<file path="src/rtl/flush_pkg.sv">
// Shared types and width helpers for the pipeline flush sequencer.
package flush_pkg;

  typedef enum logic [1:0] {
    IDLE  = 2'd0,
    SWEEP = 2'd1,
    HOLD  = 2'd2,
    DONE  = 2'd3
  } flush_state_e;

  // Width of the stage-index field: at least one bit even for tiny pipelines.
  function automatic int src_width(input int num_stages);
    return (num_stages <= 2) ? 1 : $clog2(num_stages);
  endfunction

  // Width of a down-counter that must hold values 0..max_val.
  function automatic int ctr_width(input int max_val);
    return (max_val < 1) ? 1 : $clog2(max_val + 1);
  endfunction

endpackage

</file>
<file path="src/rtl/flush_seq_ctrl_tick_ctr.sv">
// Reloadable saturating down-counter with a terminal-count flag.
// Used both for the wave step delay and for the hold-width count.
module flush_tick_ctr
  import flush_pkg::*;
#(
  parameter int MAX_VAL   = 1,
  parameter int RESET_VAL = 0,
  localparam int W        = ctr_width(MAX_VAL)
) (
  input  logic         clk,
  input  logic         reset,
  input  logic         load_i,
  input  logic [W-1:0] load_val_i,
  input  logic         en_i,
  output logic         tc_o
);

  logic [W-1:0] cnt_q;
  logic [W-1:0] cnt_d;

  // Next count: a reload wins over counting; counting stops at zero.
  always_comb begin
    // NOTE: assigning a default first keeps this block purely combinational.
    cnt_d = cnt_q;
    if (load_i) begin
      cnt_d = load_val_i;
    end else if (en_i && (cnt_q != '0)) begin
      cnt_d = cnt_q - W'(1);
    end
  end

  // Count register.
  always_ff @(posedge clk or posedge reset) begin
    // NOTE: state registers use non-blocking assignments so every flop samples pre-edge values.
    if (reset) begin
      cnt_q <= W'(RESET_VAL);
    end else begin
      cnt_q <= cnt_d;
    end
  end

  assign tc_o = (cnt_q == '0);

endmodule

</file>
<file path="src/rtl/flush_seq_ctrl.sv">
// Pipeline flush sequencer: asserts a per-stage flush vector as a wave from
// the requesting stage down to fetch, holds it, then pulses completion.
module flush_seq_ctrl
  import flush_pkg::*;
#(
  parameter int NUM_STAGES  = 5,
  parameter int DELAY       = 1,
  parameter int HOLD_CYCLES = 2,
  parameter bit RESET_FLUSH = 1'b1,
  localparam int SRC_W      = src_width(NUM_STAGES)
) (
  input  logic                  clk,
  input  logic                  reset,
  input  logic                  flush_req,
  input  logic [SRC_W-1:0]      flush_src,
  output logic [NUM_STAGES-1:0] flush_vec,
  output logic                  flush_busy,
  output logic                  flush_done
);

  localparam int DLY_W = ctr_width(DELAY);
  localparam int HLD_W = ctr_width(HOLD_CYCLES);

  localparam logic [SRC_W-1:0]      MAX_SRC    = SRC_W'(NUM_STAGES - 1);
  localparam logic [DLY_W-1:0]      DLY_RELOAD = DLY_W'(DELAY - 1);
  localparam logic [HLD_W-1:0]      HLD_RELOAD = HLD_W'(HOLD_CYCLES - 1);
  localparam flush_state_e          RST_STATE  = RESET_FLUSH ? HOLD : IDLE;
  localparam logic [NUM_STAGES-1:0] RST_VEC    = RESET_FLUSH ? '1 : '0;
  localparam logic [SRC_W-1:0]      RST_CUR    = RESET_FLUSH ? MAX_SRC : '0;

  flush_state_e          state_q, state_d;
  logic [NUM_STAGES-1:0] vec_q, vec_d;
  logic                  busy_q, busy_d;
  logic                  done_q, done_d;
  logic [SRC_W-1:0]      cur_q, cur_d;   // oldest stage being flushed
  logic [SRC_W-1:0]      wave_q, wave_d; // youngest stage reached by the wave

  logic [SRC_W-1:0] src_c;
  logic [SRC_W-1:0] wave_dec;
  logic             dly_load, dly_en, dly_tc;
  logic             hld_load, hld_en, hld_tc;

  // Contiguous mask with bits lo..hi set (empty when lo > hi).
  function automatic logic [NUM_STAGES-1:0] span(input int lo, input int hi);
    logic [NUM_STAGES-1:0] m;
    m = '0;
    for (int i = 0; i < NUM_STAGES; i++) begin
      m[i] = (i >= lo) && (i <= hi);
    end
    return m;
  endfunction

  // Out-of-range sources flush the whole pipeline.
  assign src_c    = (flush_src > MAX_SRC) ? MAX_SRC : flush_src;
  assign wave_dec = wave_q - SRC_W'(1);

  flush_tick_ctr #(
    .MAX_VAL   (DELAY),
    .RESET_VAL (DELAY - 1)
  ) u_dly_ctr (
    .clk        (clk),
    .reset      (reset),
    .load_i     (dly_load),
    .load_val_i (DLY_RELOAD),
    .en_i       (dly_en),
    .tc_o       (dly_tc)
  );

  flush_tick_ctr #(
    .MAX_VAL   (HOLD_CYCLES),
    .RESET_VAL (HOLD_CYCLES - 1)
  ) u_hld_ctr (
    .clk        (clk),
    .reset      (reset),
    .load_i     (hld_load),
    .load_val_i (HLD_RELOAD),
    .en_i       (hld_en),
    .tc_o       (hld_tc)
  );

  // Next-state and next-output decode for the flush sequence.
  always_comb begin
    state_d  = state_q;
    vec_d    = vec_q;
    busy_d   = busy_q;
    done_d   = 1'b0;
    cur_d    = cur_q;
    wave_d   = wave_q;
    dly_load = 1'b0;
    dly_en   = 1'b0;
    hld_load = 1'b0;
    hld_en   = 1'b0;

    unique case (state_q)
      IDLE, DONE: begin
        state_d = IDLE;
        vec_d   = '0;
        busy_d  = 1'b0;
        if (flush_req) begin
          cur_d    = src_c;
          wave_d   = src_c;
          vec_d    = span(int'(src_c), int'(src_c));
          busy_d   = 1'b1;
          dly_load = 1'b1;
          // A fetch-stage source is already complete: the first cycle is hold cycle 1.
          if (src_c == '0) begin
            state_d  = HOLD;
            hld_load = 1'b1;
          end else begin
            state_d  = SWEEP;
          end
        end
      end

      SWEEP: begin
        dly_en = 1'b1;
        if (dly_tc) begin
          dly_load = 1'b1;
          wave_d   = wave_dec;
          vec_d    = vec_d | span(int'(wave_dec), int'(wave_dec));
          if (wave_dec == '0) begin
            state_d  = HOLD;
            hld_load = 1'b1;
          end
        end
        // An older source widens the flush upward; the wave keeps its pace.
        if (flush_req && (src_c > cur_q)) begin
          vec_d = vec_d | span(int'(cur_q) + 1, int'(src_c));
          cur_d = src_c;
        end
      end

      HOLD: begin
        hld_en = 1'b1;
        if (flush_req) begin
          // Any request while holding restarts the minimum width.
          hld_load = 1'b1;
          if (src_c > cur_q) begin
            vec_d = vec_d | span(int'(cur_q) + 1, int'(src_c));
            cur_d = src_c;
          end
        end else if (hld_tc) begin
          state_d = DONE;
          vec_d   = '0;
          busy_d  = 1'b0;
          done_d  = 1'b1;
        end
      end

      default: begin
        state_d = IDLE;
      end
    endcase
  end

  // Sequencer state and registered outputs.
  always_ff @(posedge clk or posedge reset) begin
    if (reset) begin
      state_q <= RST_STATE;
      vec_q   <= RST_VEC;
      busy_q  <= RESET_FLUSH;
      done_q  <= 1'b0;
      cur_q   <= RST_CUR;
      wave_q  <= '0;
    end else begin
      state_q <= state_d;
      vec_q   <= vec_d;
      busy_q  <= busy_d;
      done_q  <= done_d;
      cur_q   <= cur_d;
      wave_q  <= wave_d;
    end
  end

  assign flush_vec  = vec_q;
  assign flush_busy = busy_q;
  assign flush_done = done_q;

endmodule

</file>
<file path="config.mk">
export PLATFORM = sky130hd
export DESIGN_NAME = flush_seq_ctrl
export DESIGN_NICKNAME = d
export VERILOG_FILES = /design/src/rtl/flush_pkg.sv /design/src/rtl/flush_seq_ctrl_tick_ctr.sv /design/src/rtl/flush_seq_ctrl.sv
export SDC_FILE = /design/constraint.sdc
export NUM_CORES = 1
export LEC_CHECK = 0
export CAP_MARGIN = 20
export CORE_MARGIN = 3
export CORE_UTILIZATION = 40
export CTS_CLUSTER_SIZE = 24
export DETAILED_ROUTE_END_ITERATION = 8
export HOLD_SLACK_MARGIN = 0.1
export PLACE_DENSITY = 0.66
export SYNTH_ARGS = -nofsm -noshare
export SYNTH_HDL_FRONTEND = slang
export SYNTH_HIERARCHICAL = 1
export SYNTH_SLANG_ARGS = --single-unit
</file>
<file path="constraint.sdc">
create_clock -name clk -period 1.9 [get_ports clk]
set_input_delay 0.19 -clock clk [delete_from_list [all_inputs] [get_ports clk]]
set_output_delay 0.19 -clock clk [all_outputs]
set_load 0.005 [all_outputs]
</file>
# == Word level (Yosys, flattened, before mapping) ==
# Cells that the tools add are included.
# word_totals
register_bits,18
output_inout_bits,7
# op_classes
n_lt_le_gt_ge,25
muxes,43
n_reduce_logical,30
eq_ne,13
bitwise,3
n_addsub,4
# ops
cell,count
$mux W5,7
$mux W3,6
$mux W2,8
$ne A2 B2 Y1 const B,8
$logic_and A1 B1 Y1,15
$mux W1,15
$or A5 B5 Y5,3
$pmux W5 S3,1
$ge A1 B3 Y1 const A,4
$ge A2 B3 Y1 const A,4
$le A2 B3 Y1 const A,4
$reduce_bool A2 Y1,5
$pmux W3 S3,1
$ge A1 B4 Y1 const A,2
$ge A2 B4 Y1 const A,2
$reduce_and A4 Y1,2
$ge A3 B3 Y1 const A,2
$le A1 B3 Y1 const A,2
$le A3 B3 Y1 const A,2
$logic_not A3 Y1,2
$ne A3 B3 Y1 const B,2
$pmux W2 S3,1
$pmux W3 S2,1
$reduce_and A3 Y1,2
other kinds (14),17

# == Depth between registers and ports, before layout ==
# logic_depth
depth_word,9
mapped_depth,9

# == Modules after synthesis ==
# Netlist, hierarchy kept.
# modules_own_cells
module,cells_each,area_per_inst_um2,seq_area_each_um2,instances
flush_seq_ctrl,161,1290.0,385.4,1
flush_tick_ctr (u_hld_ctr),13,136.4,51.3,1
flush_tick_ctr (u_dly_ctr),5,48.8,25.0,1

# == Worst setup path after synthesis ==
# No wires, ideal clock.
# synth_timing
path_kind,reg2reg
from,register state_q[1]
to,register u_hld_ctr.cnt_q[1]
stages_incl_launch_ff,8
setup_time_ns,0.126
synth_period_minus_slack_ns,2.081
setup_slack_ns,-0.181
t_arrival_ns,1.955
path_buffers,1
path_cell_list,dfstp_2 ha_1 nor2b_1 buf_2 nand2_1 o22ai_1 and2b_1 a221o_1
# synth_via
elab_chain_cells,4
elab_cells_between_ends,10
# synth_lines
item,line_no,source
"start, declared",flush_seq_ctrl.sv:31,"flush_state_e state_q, state_d;"
"start signal, assigned",flush_seq_ctrl.sv:166,state_q <= state_d;
$eq A2 B2 Y1 or $logic_not A2 Y1 (tied branches),flush_seq_ctrl.sv:94,unique case (state_q)
$reduce_or A2 Y1,flush_seq_ctrl.sv:94,
$pmux W1 S3 (*),flush_seq_ctrl.sv:94,
via hld_load,flush_seq_ctrl.sv:41,"logic hld_load, hld_en, hld_tc;"
$mux W2 or $reduce_bool A2 Y1 (tied branches),-,
"end signal, assigned",flush_seq_ctrl_tick_ctr.sv:36,cnt_q <= W'(RESET_VAL);
"end signal, assigned",flush_seq_ctrl_tick_ctr.sv:38,cnt_q <= cnt_d;
"end, declared",flush_seq_ctrl_tick_ctr.sv:18,logic [W-1:0] cnt_q;
# Mark *: on every way through the listed nets, which the timed path passes. The rest lies on a longest branch.
# A chain may end at the register's enable or synchronous reset.

# == Final worst setup path ==
# Same ends and word-level chain as after synthesis.

==> impl_metrics.env <==
export IMPL_p_comb_frac=0.698
export IMPL_port_buffers=12
export IMPL_critPathKind="register to register"
export IMPL_rsz0062_at_grt="yes"
export IMPL_cts_hold_buffers=0
export IMPL_syn_mean_instance_area_um2=8.24
export IMPL_h_tree_depth=1
export IMPL_hp_class="primary input to asynchronous set/reset pin"
export IMPL_skew_ns=0.00217
export IMPL_avgRoutedWirePerCell_um=15.0
export IMPL_synth_edf_count=0
export IMPL_slew_headroom=0.576
export IMPL_cts_buffer_depth=2
export IMPL_die_area_um2=4450
export IMPL_diodes=0
export IMPL_setup_violations=0
export IMPL_antenna_found_initial=0
export IMPL_worstPathRequired_ns=2.10
export IMPL_drt_pass1_iter_count=4
export IMPL_worstPathMaxFanout=6
export IMPL_period_share=0.988
export IMPL_die_h_um=66.7
export IMPL_drive_gt1_frac=0.312
export IMPL_top_layer="met4"
export IMPL_drtIter0Drc=129
export IMPL_p_seq_frac=0.209
export IMPL_post_route_min_period_ns=1.88
export IMPL_ys_flop_type="dfstp_2"
export IMPL_cp_start_kind="register"
export IMPL_finalHoldViolCount=0
export IMPL_tritoncts="yes"
export IMPL_area_growth_syn_to_layout_pct=39.1
export IMPL_syn_cell_area_um2=1480
export IMPL_p_leak_uw=0.000922
export IMPL_p_per_area_nw_per_um2=1740
export IMPL_detailed_place_hpwl_um=2940
export IMPL_grt_usage=0.191
export IMPL_reg2reg_slack_ns=0.02
export IMPL_syn_inst=179
export IMPL_final_util=0.596
export IMPL_irDropWorstVdd_mv=0.863
export IMPL_tns_ns=0
export IMPL_cts_root_buf="clkbuf_8"
export IMPL_avgViaCountPerCell=5.41
export IMPL_p_int_uw=1990
export IMPL_maxSlewViolCount=0
export IMPL_outcome="complete, no violations"
export IMPL_synth_warnings=6
export IMPL_p_sw_frac=0.443
export IMPL_clkSlewWorstSetupHoldPaths_ns=0.08
export IMPL_final_nets=238
export IMPL_maxCapViolations=0
export IMPL_core_area_um2=3440
export IMPL_yosysUniqueCellTypes=41
export IMPL_routed_wl_um=3970
export IMPL_drc=0
export IMPL_clock_latency_ns=0.26
export IMPL_crit_path_end_kind="register"
export IMPL_rows=21
export IMPL_timing_fmax_mhz=533
export IMPL_met1_length_um=1710
export IMPL_power_share_clock=0.093
export IMPL_initial_core_util=0.429
export IMPL_p_sw_uw=1580
export IMPL_route_vias_total=1428
export IMPL_async_flop_share=1.00
export IMPL_wl_met2_um=1980
export IMPL_ios=13
export IMPL_drtAntennaViolNets=0
export IMPL_worstMarginPinSlew_ns=0.635
export IMPL_finalWorstSetupSlack_ns=0.0223
export IMPL_grt_pass1_wl_um=6450
export IMPL_preCtsSetupSlack_ns=-0.238
export IMPL_grt_max_degree=16
export IMPL_cts_sinks=18
export IMPL_first_global_vias=1430
export IMPL_dr_wl_met3_um=219
export IMPL_overflow=0
export IMPL_numCtsBuffers=3
export IMPL_place_gp_congestion=0.993
export IMPL_ys_seq_elements=18
export IMPL_yosysSeqAreaShare=0.313
export IMPL_die_w_um=66.7
export IMPL_worst_ep_arrival_time_ns=2.08
-- registers in the layout, summed over array words and instances (netlist names) --
register and cells:
cur_q 3, u_dly_ctr/cnt_q 1, state_q 2, u_hld_ctr/cnt_q 2, flush_done 1, wave_q 3, flush_busy 1, flush_vec 5
-- what timing repair did --
| action | in CTS | in global routing |
|---|---|---|
| endpoints found under the hold margin | 0 | 0 |
| buffers inserted | 0 | 3 |
| endpoints found under the setup margin | 2 | 11 |
| resized for setup | 5 | 15 |
| pin swaps | 1 | 4 |
-- power by group through the flow --
stage / clock network (uW) / registers (uW) / logic (uW)
finish: 333 / 748 / 2490
global placement: 0 / 738 / 2040
global route: 348 / 768 / 2750
floorplan: 0 / 731 / 1500
CTS: 330 / 750 / 2170
detailed placement: 0 / 751 / 2110
-- synthesized netlist by cell type (4+ instances only) --
library cell   n  area, um2
a21oi_1       17       85.1
nand2_1       21       78.8
dfrtp_1        9        225
dfstp_2        9        236
ha_1          13        163
o21ai_0        5       25.0
o21ai_1        5       25.0
inv_1         22       82.6
nor2b_1        4       25.0
nand3_1        6       30.0
o31ai_1        5       37.5
a31oi_1        5       31.3
nor2_1         9       33.8
nand2b_1       8       50.1
-- logic make-up (layout without fill, tap and decap cells) --
group / Yosys count / in the layout / share of synthesized area
adder cells (fa/ha/maj): 13 / 13 / 0.110
other: 2 / 3 / 0.00509
AO/OA/AOI/OAI: 54 / 54 / 0.255
XOR/XNOR: 1 / 1 / 0.0110
buffers and inverters: 27 / 65 / 0.0738
flip-flops: 18 / 18 / 0.313
multiplexers: 2 / 2 / 0.0136
AND/OR/NAND/NOR: 62 / 62 / 0.218
-- worst max-delay path, stage by stage, from the launching register on --
cell	delay [ns]
dfstp_2	0.58
ha_4	0.23
buf_4	0.15
a21oi_2	0.18
o22ai_4	0.10
buf_4	0.16
nor4b_2	0.28
a221o_1	0.14
-- cell type report --
class | count | area, um2
sequential | 18 | 462
timing repair buffer | 38 | 320
tap | 46 | 57.6
clock buffer | 4 | 55.1
inverter | 23 | 86.3
fill | 286 | 1390
multi-input combinational | 135 | 1070
-- through the flow --
step	area, um2	power, uW	cells	hold slack (ns)
after global placement	1850	2780	257	0.398
after CTS	1930	3250	261	0.118
after floorplan	1530	2240	180	-0.0813
final	2050	3570	264	0.113
after detailed placement	1850	2870	257	0.394
after global routing	2050	3860	264	0.155
-- cells in the final DEF, fill, tap and decap left out, drive strengths merged, types with 3 or more instances in the layout --
master / instances
nor3: 3
a21oi: 19
nand2: 21
a31oi: 5
dfstp: 9
dfrtp: 9
a221o: 3
nor2b: 5
o31ai: 7
buf: 26
nand2b: 8
nand3: 6
o21ai: 11
ha: 13
nor2: 9
clkbuf: 4
and2: 3
clkdlybuf4s50: 10
inv: 23
conb: 3
-- path summary, 6_finish.rpt --
| check | from | end | cells past startpoint |
|---|---|---|---|
| min in group clk | flush_src[2] | cur_q[2]$_DFFE_PP1P_ | 4 |
| worst max-delay path | state_q[1]$_DFFE_PP1P_ | u_hld_ctr/cnt_q[1]$_DFFE_PP0P_ | 7 |
| max in group asynchronous | reset | cur_q[0]$_DFFE_PP0P_ | 2 |
| worst min register to register | flush_busy$_DFFE_PP1P_ | flush_busy$_DFFE_PP1P_ | 2 |
| worst min-delay path | reset | u_dly_ctr/cnt_q$_DFFE_PP0P_ | 2 |
| worst max register to register | state_q[1]$_DFFE_PP1P_ | u_hld_ctr/cnt_q[1]$_DFFE_PP0P_ | 7 |
-- layer usage --
| layer | GRT usage | vias to the layer above |
|---|---|---|
| met4 | 0.0685 | 0 |
| met5 | 0 | - |
| met3 | 0.0219 | 7 |
| met2 | 0.342 | 44 |
| li1 | - | 696 |
| met1 | 0.233 | 681 |
Power figures use the tool's default switching activity.
